<file path="src/rtl/multicycle_controller.sv">
// Multi-cycle RV32I control FSM: FETCH/DECODE/EXEC/MEM/WB sequencing with a bounded
// memory wait, illegal-instruction detection and a sticky fault encoded in the state.
module multicycle_controller #(
  parameter int unsigned MEM_WAIT_MAX = 15
) (
  input  logic        clk,
  input  logic        rst,
  input  logic [31:0] instr,
  input  logic        mem_ready,
  input  logic        alu_zero,
  input  logic        alu_lt,
  input  logic        alu_ltu,
  output logic        mem_req,
  output logic        mem_we,
  output logic        mem_addr_sel,
  output logic        IR_WE,
  output logic        PC_WE,
  output logic [1:0]  pc_src,
  output logic [1:0]  ALU_srcA,
  output logic        ALU_srcB,
  output logic [3:0]  ALU_control,
  output logic [2:0]  Imm_sel,
  output logic        RegWE,
  output logic [1:0]  wb_sel,
  output logic        fault,
  output logic [1:0]  fault_cause
);

  localparam int unsigned CNT_W = (MEM_WAIT_MAX > 0) ? $clog2(MEM_WAIT_MAX + 1) : 1;

  localparam logic [6:0] OP_R      = 7'b0110011;
  localparam logic [6:0] OP_I      = 7'b0010011;
  localparam logic [6:0] OP_LOAD   = 7'b0000011;
  localparam logic [6:0] OP_STORE  = 7'b0100011;
  localparam logic [6:0] OP_BRANCH = 7'b1100011;
  localparam logic [6:0] OP_JAL    = 7'b1101111;
  localparam logic [6:0] OP_JALR   = 7'b1100111;
  localparam logic [6:0] OP_LUI    = 7'b0110111;
  localparam logic [6:0] OP_AUIPC  = 7'b0010111;

  // Fault cause lives in the state encoding so the state register is the only FSM storage.
  typedef enum logic [2:0] {
    S_FETCH, S_DECODE, S_EXEC, S_MEM, S_WB, S_FAULT_ILL, S_FAULT_FETCH, S_FAULT_DATA
  } state_t;

  state_t           state, state_n;
  logic [CNT_W-1:0] wait_cnt;
  logic             wait_max;

  logic [6:0] opcode;
  logic [2:0] funct3;
  logic [6:0] funct7;
  logic       rd_nz;
  logic       legal;
  logic       taken;
  logic       unused_bits;

  assign opcode      = instr[6:0];
  assign funct3      = instr[14:12];
  assign funct7      = instr[31:25];
  assign rd_nz       = (instr[11:7] != 5'd0);
  assign wait_max    = (wait_cnt == CNT_W'(MEM_WAIT_MAX));
  assign unused_bits = ^instr[24:15];

  function automatic logic [3:0] alu_op(input logic [2:0] f3, input logic alt);
    case (f3)
      3'b000:  alu_op = alt ? 4'b0001 : 4'b0000;
      3'b001:  alu_op = 4'b0010;
      3'b010:  alu_op = 4'b0011;
      3'b011:  alu_op = 4'b0100;
      3'b100:  alu_op = 4'b0101;
      3'b101:  alu_op = alt ? 4'b0111 : 4'b0110;
      3'b110:  alu_op = 4'b1000;
      default: alu_op = 4'b1001;
    endcase
  endfunction

  always_comb begin
    legal = 1'b0;
    case (opcode)
      OP_R:      legal = (funct7 == 7'b0000000) ||
                         ((funct7 == 7'b0100000) && ((funct3 == 3'b000) || (funct3 == 3'b101)));
      OP_I, OP_JAL, OP_JALR, OP_LUI, OP_AUIPC: legal = 1'b1;
      OP_LOAD:   legal = (funct3 != 3'b011) && (funct3 != 3'b110) && (funct3 != 3'b111);
      OP_STORE:  legal = (funct3 == 3'b000) || (funct3 == 3'b001) || (funct3 == 3'b010);
      OP_BRANCH: legal = (funct3 != 3'b010) && (funct3 != 3'b011);
      default:   legal = 1'b0;
    endcase
  end

  always_comb begin
    case (funct3)
      3'b000:  taken = alu_zero;
      3'b001:  taken = !alu_zero;
      3'b100:  taken = alu_lt;
      3'b101:  taken = !alu_lt;
      3'b110:  taken = alu_ltu;
      3'b111:  taken = !alu_ltu;
      default: taken = 1'b0;
    endcase
  end

  always_ff @(posedge clk) begin
    if (rst) state <= S_FETCH;
    else     state <= state_n;
  end

  // Wait counter restarts on every state change, so entry to FETCH/MEM always sees zero.
  always_ff @(posedge clk) begin
    if (rst)                  wait_cnt <= '0;
    else if (state_n != state) wait_cnt <= '0;
    else if (((state == S_FETCH) || (state == S_MEM)) && !mem_ready)
      wait_cnt <= wait_cnt + CNT_W'(1);
  end

  always_comb begin
    state_n      = state;
    mem_req      = 1'b0;
    mem_we       = 1'b0;
    mem_addr_sel = 1'b0;
    IR_WE        = 1'b0;
    PC_WE        = 1'b0;
    pc_src       = 2'b00;
    ALU_srcA     = 2'b00;
    ALU_srcB     = 1'b0;
    ALU_control  = 4'b0000;
    Imm_sel      = 3'b000;
    RegWE        = 1'b0;
    wb_sel       = 2'b00;
    fault        = 1'b0;
    fault_cause  = 2'b00;

    case (state)
      S_FETCH: begin
        mem_req = 1'b1;
        if (mem_ready) begin
          IR_WE   = 1'b1;
          PC_WE   = 1'b1;
          state_n = S_DECODE;
        end else if (wait_max) begin
          state_n = S_FAULT_FETCH;
        end
      end
      S_DECODE: state_n = legal ? S_EXEC : S_FAULT_ILL;
      S_EXEC: begin
        state_n = S_WB;
        case (opcode)
          OP_R: ALU_control = alu_op(funct3, instr[30]);
          OP_I: begin
            ALU_srcB    = 1'b1;
            ALU_control = alu_op(funct3, (funct3 == 3'b101) && instr[30]);
          end
          OP_LOAD, OP_STORE: begin
            ALU_srcB = 1'b1;
            Imm_sel  = (opcode == OP_STORE) ? 3'b001 : 3'b000;
            state_n  = S_MEM;
          end
          OP_BRANCH: begin
            ALU_control = 4'b0001;
            Imm_sel     = 3'b010;
            PC_WE       = taken;
            pc_src      = taken ? 2'b01 : 2'b00;
            state_n     = S_FETCH;
          end
          OP_JAL: begin
            Imm_sel = 3'b100;
            PC_WE   = 1'b1;
            pc_src  = 2'b01;
          end
          OP_JALR: begin
            ALU_srcB = 1'b1;
            PC_WE    = 1'b1;
            pc_src   = 2'b10;
          end
          OP_LUI, OP_AUIPC: begin
            ALU_srcA = (opcode == OP_LUI) ? 2'b10 : 2'b01;
            ALU_srcB = 1'b1;
            Imm_sel  = 3'b011;
          end
          default: state_n = S_FAULT_ILL;
        endcase
      end
      S_MEM: begin
        mem_req      = 1'b1;
        mem_addr_sel = 1'b1;
        mem_we       = (opcode == OP_STORE);
        if (mem_ready)     state_n = (opcode == OP_STORE) ? S_FETCH : S_WB;
        else if (wait_max) state_n = S_FAULT_DATA;
      end
      S_WB: begin
        RegWE   = rd_nz;
        wb_sel  = (opcode == OP_LOAD) ? 2'b01 :
                  ((opcode == OP_JAL) || (opcode == OP_JALR)) ? 2'b10 : 2'b00;
        state_n = S_FETCH;
      end
      S_FAULT_ILL:   begin fault = 1'b1; fault_cause = 2'b01; end
      S_FAULT_FETCH: begin fault = 1'b1; fault_cause = 2'b10; end
      default:       begin fault = 1'b1; fault_cause = 2'b11; end
    endcase

    // Nothing leaves the controller while reset is held.
    if (rst) begin
      mem_req      = 1'b0;
      mem_we       = 1'b0;
      mem_addr_sel = 1'b0;
      IR_WE        = 1'b0;
      PC_WE        = 1'b0;
      pc_src       = 2'b00;
      ALU_srcA     = 2'b00;
      ALU_srcB     = 1'b0;
      ALU_control  = 4'b0000;
      Imm_sel      = 3'b000;
      RegWE        = 1'b0;
      wb_sel       = 2'b00;
      fault        = 1'b0;
      fault_cause  = 2'b00;
    end
  end

endmodule

</file>
<file path="config.mk">
export PLATFORM = sky130hd
export DESIGN_NAME = multicycle_controller
export DESIGN_NICKNAME = d
export VERILOG_FILES = /design/src/rtl/multicycle_controller.sv
export SDC_FILE = /design/constraint.sdc
export NUM_CORES = 1
export LEC_CHECK = 0
export BUFFER_PORTS_ARGS = -buffer_cell sky130_fd_sc_hd__clkbuf_2
export CAP_MARGIN = 20
export CORE_ASPECT_RATIO = 1.5
export CORE_UTILIZATION = 46
export DETAILED_ROUTE_END_ITERATION = 8
export HOLD_SLACK_MARGIN = 0.02
export PLACE_DENSITY = 0.9
export SKIP_LAST_GASP = 1
export SLEW_MARGIN = 20
export SYNTH_ARGS = -nofsm -noshare
export SYNTH_HDL_FRONTEND = slang
export SYNTH_SLANG_ARGS = --single-unit
</file>
<file path="constraint.sdc">
create_clock -name clk -period 3.15 [get_ports clk]
set_clock_uncertainty 0.2 [all_clocks]
set_input_delay 0.315 -clock clk [delete_from_list [all_inputs] [get_ports clk]]
set_output_delay 0.315 -clock clk [all_outputs]
set_load 0.05 [all_outputs]
</file>
# Word-level counts from Yosys, hierarchy flattened
# Index checks and enable logic that the tools add are counted.
# word_totals
out_inout_bits	23
ff_bits	7
in_bits	38
# op_classes
muxes	56
n_addsub	1
n_reduce_logical	29
n_eq_ne	29
# op_table
operator	count
one-hot mux 4 bit (7 select lines)	2
equality test 7 x 6 -> 1 bit, second input constant	4
two-way mux 3 bit	8
two-way mux 1 bit	23
two-way mux 2 bit	11
equality test 3 bit, second input constant	7
equality test 7 bit, second input constant	3
one-hot mux 3 bit (5 select lines)	1
equality test 7 x 5 -> 1 bit, second input constant	2
equality test 3 x 2 -> 1 bit, second input constant	4
one-hot mux 2 bit (3 select lines)	2
one-hot mux 3 bit (4 select lines)	1
one-hot mux 4 bit (3 select lines)	1
OR reduction 6 bit	2
OR reduction 2 bit	5
OR reduction 5 bit	2
one-hot mux 3 bit (3 select lines)	1
two-way mux 4 bit	2
equality test 7 x 2 -> 1 bit, second input constant	1
logical NOT 7 bit	1
equality test 3 x 1 -> 1 bit, second input constant	2
logical AND 1 bit	6
logical NOT 3 bit	2
logical OR 1 bit	6
10 further kinds	16

# Longest topological paths before layout
# logic_depth
ltp_word	9
mapped_depth	6
ltp_nobuf	6

# Least setup slack after synthesis
# OpenSTA, ideal clock, no wires.
# synth_path
kind	register -> output
start	reg state[1]
end	out mem_we
arrival_ns	3.025
path_slack_ns	-0.390
path_buffers	2
path_stages_with_launch	6
required_time_ns	2.635
path_cell_list	dfxtp_1 -> clkbuf_1 -> buf_2 -> inv_1 -> nor4_1 -> and3_1
# synth_between
elab_chain_len	3
# synth_lines
item	line	text
start, declared	46	state_t state, state_n;
start signal, assigned	105	else state <= state_n;
equality test 3 x 2 -> 1 bit	133	case (state)
two-way mux 1 bit	133	
two-way mux 1 bit	202	if (rst) begin
end, declared	14	output logic mem_we,
# Every way passes these cells.

# Final worst setup path
# layout_path
start	reg state[2]
end	out ALU_srcB
# layout_between
elab_chain_len	3
# layout_lines
item	line	text
equality test 3 x 2 -> 1 bit	133	
two-way mux 1 bit	133	
two-way mux 1 bit	202	
end, declared	20	output logic ALU_srcB,
# Every way passes these cells.

==> results.ini <==
[setup_path]
cp_slowest_cell = dfxtp_1
crit_chain = nor3_1 -> nand2_1 -> nor4_1 -> clkbuf_2
cpPeakStageDelay_ns = 0.43
cp_max_fo = 13
cp.required_ns = 2.63
cp-start-kind = flop
cp.arrival_ns = 2.03
worstSetupEndpointType = output port
criticalPathCategory = flop to output port

[floorplan]
ioPinCount = 61
die_area_mm2 = 0.00229
initial_utilization_pct = 50.7
die_x_um = 39.4
row_count = 19
design.core.area_mm2 = 0.00190
die_y_um = 58.1

[route]
drt-total-wl_um = 2780
dr.pass1.iters = 4
via_count = 1287
via_per_inst = 5.99
drt_iter0_markers = 21
ant_nets = 0
wl_per_cell_um = 12.9
drc_errors = 0

[synth]
synth_area_um2 = 965
yosysWarnings = 0
synth_most_common_cell = nor2_1
async_flop_share_pct = 0
synth_area_leaders = dfxtp_1 15%, nor3_1 7.8%, nor2_1 7.4%, a21oi_1 6.2%, nand2_1 5.4%
synth_commonest_cells = 19 x nor2_1, 15 x nor3_1, 14 x nand2_1, 12 x a21oi_1
syn_avg_cell_area_um2 = 6.39
synthMuxAreaShare_pct = 2.08
synth_adder_area_share_pct = 2.33
synthXorXnorAreaFrac_pct = 6.36
synthSimpleGateAreaFrac_pct = 39.6
ys.flop_type = dfxtp_1
synth_fp_nets = 190
synthCells = 151
ys_ff_latch = 7
ys_seq_area_share_pct = 14.5
synth_top_area_share_pct = 14.5
synth_compound_area_share_pct = 28.0
synth_top_family_by_area = simple AND/OR/NAND/NOR gates
synth_area_leader_cell = dfxtp_1
synth_edf_count = 0
synth_cell_types = 40

[timing]
fin_tns_setup_ns = 0
fin_crit_ns = 2.54
period_share_pct = 80.7
tightest_slew_ns = 0.568
finalMaxSlewViolations = 0
maxSlewHeadroom_pct = 62.1
fmax_mhz = 394
rsz0062_at_grt = no
final_hold_viol_count = 0
setup_viol = 0

[place]
dp_hpwl_um = 2290
dpl_cell_area_mm2 = 0.00120
port_buffers = 50
finalWeightedCongestion = 0.880

[cts]
cts_tree = done
cts_sinks = 7
cts_inserted_buffers = 3
htreeDepth = 1
clockBufferDepth = 2
clkLatencyLatePin_ns = 0.26
hold_buffers = 0
cts.repair.resized = 0
cts_setup_buffers = 0
root_buffer = clkbuf_4
clkSlewWorstSetupHoldPaths_ns = 0.05

[cells_and_area]
final_area_mm2 = 0.00123
drive_above_1_share_pct = 29.4
fin_nets = 234
insertedDiodeCount = 0
syn_to_final_growth_pct = 27.8

[global_route]
grt_max_degree = 19
antenna_found_initial = 0
grt_usage_pct = 27.8
grt_pass1_vias = 1162
grt_pass1_wl_um = 4660
grt_overflow = 0

[pwr]
total_power_w = 0.000344
p_per_area_mw_per_mm2 = 279
p_leak_nw = 0.520
ir_worst_vdd_uv = 304

[run]
cap_viol_max_count = 0

[hold_path]
min_path_type = primary input to flop

[run_status]
status = complete, no violations

-- sequential cells by signal, indices dropped and copies added, names as in the netlist --
name / flops
wait_cnt: 4
state: 3
-- area by class of cell --
cell class | count | area [µm²]
repair buffers | 50 | 250
fillers | 185 | 669
clock buffers | 3 | 22.5
clock inverters | 1 | 5.00
well taps | 21 | 26.3
flip-flops and latches | 7 | 140
multi-input cells | 126 | 762
inverters | 7 | 26.3
-- metrics by stage --
step | hold WS [ns] | setup WS, ns | instances | utilization [%]
CTS | 0.201 | 0.657 | 215 | 64.8
floorplan | 0.301 | 0.0413 | 151 | -
global placement | 0.321 | 0.937 | 211 | 63.4
detailed placement | 0.362 | 0.897 | 211 | 63.4
global route | 0.216 | 0.311 | 215 | 64.8
finish | 0.212 | 0.609 | 215 | 64.8
-- cells in the final DEF (no fill, tap or decap), types with 4 or more instances in the layout --
cell type,instances
nand3_1,4
inv_1,7
o21ai_0,10
nor3_1,15
a21oi_1,12
nor2_1,19
clkbuf_2,50
dfxtp_1,7
xor2_1,4
a211oi_1,4
nand2_1,14
-- kinds of logic (layout without fill, tap and decap cells) --
kind of cell / after synthesis / count (layout)
flip-flops: 7 / 7
AO/OA/AOI/OAI: 42 / 42
adder cells (fa/ha/maj): 2 / 2
buffers and inverters: 18 / 61
AND/OR/NAND/NOR: 73 / 73
XOR/XNOR: 7 / 7
multiplexers: 2 / 2
-- final timing paths --
kind / start / endpoint / slack, ns / depth (start not counted)
setup / recovery: state[2]$_SDFF_PP0_ / ALU_srcB / 0.61 / 4
setup reg to reg: state[1]$_SDFF_PP0_ / wait_cnt[3]$_SDFFE_PP0P_ / 1.08 / 5
hold reg to reg: wait_cnt[3]$_SDFFE_PP0P_ / wait_cnt[3]$_SDFFE_PP0P_ / 0.37 / 2
hold / removal: rst / state[1]$_SDFF_PP0_ / 0.21 / 2
-- report_power, final --
group          total [W]  internal [W]  switching [W]
sequential      0.000111     0.0000951      0.0000161
clock          0.0000818     0.0000465      0.0000353
combinational   0.000151     0.0000556      0.0000952
total           0.000344      0.000197       0.000147
-- worst max-delay path: cells and delay by family (launching register included) --
kind | cells | cell delay [ns]
buffers and inverters | 1 | 0.32
flip-flops | 1 | 0.43
AND/OR/NAND/NOR | 3 | 1.01
-- layer usage --
metal,track usage (%),share of wire [%]
met1,29.5,38
met2,44.8,50
met3,6.51,6.8
met4,21.7,4.8
met5,0,0
No activity file was read; power rests on OpenSTA's default activity.
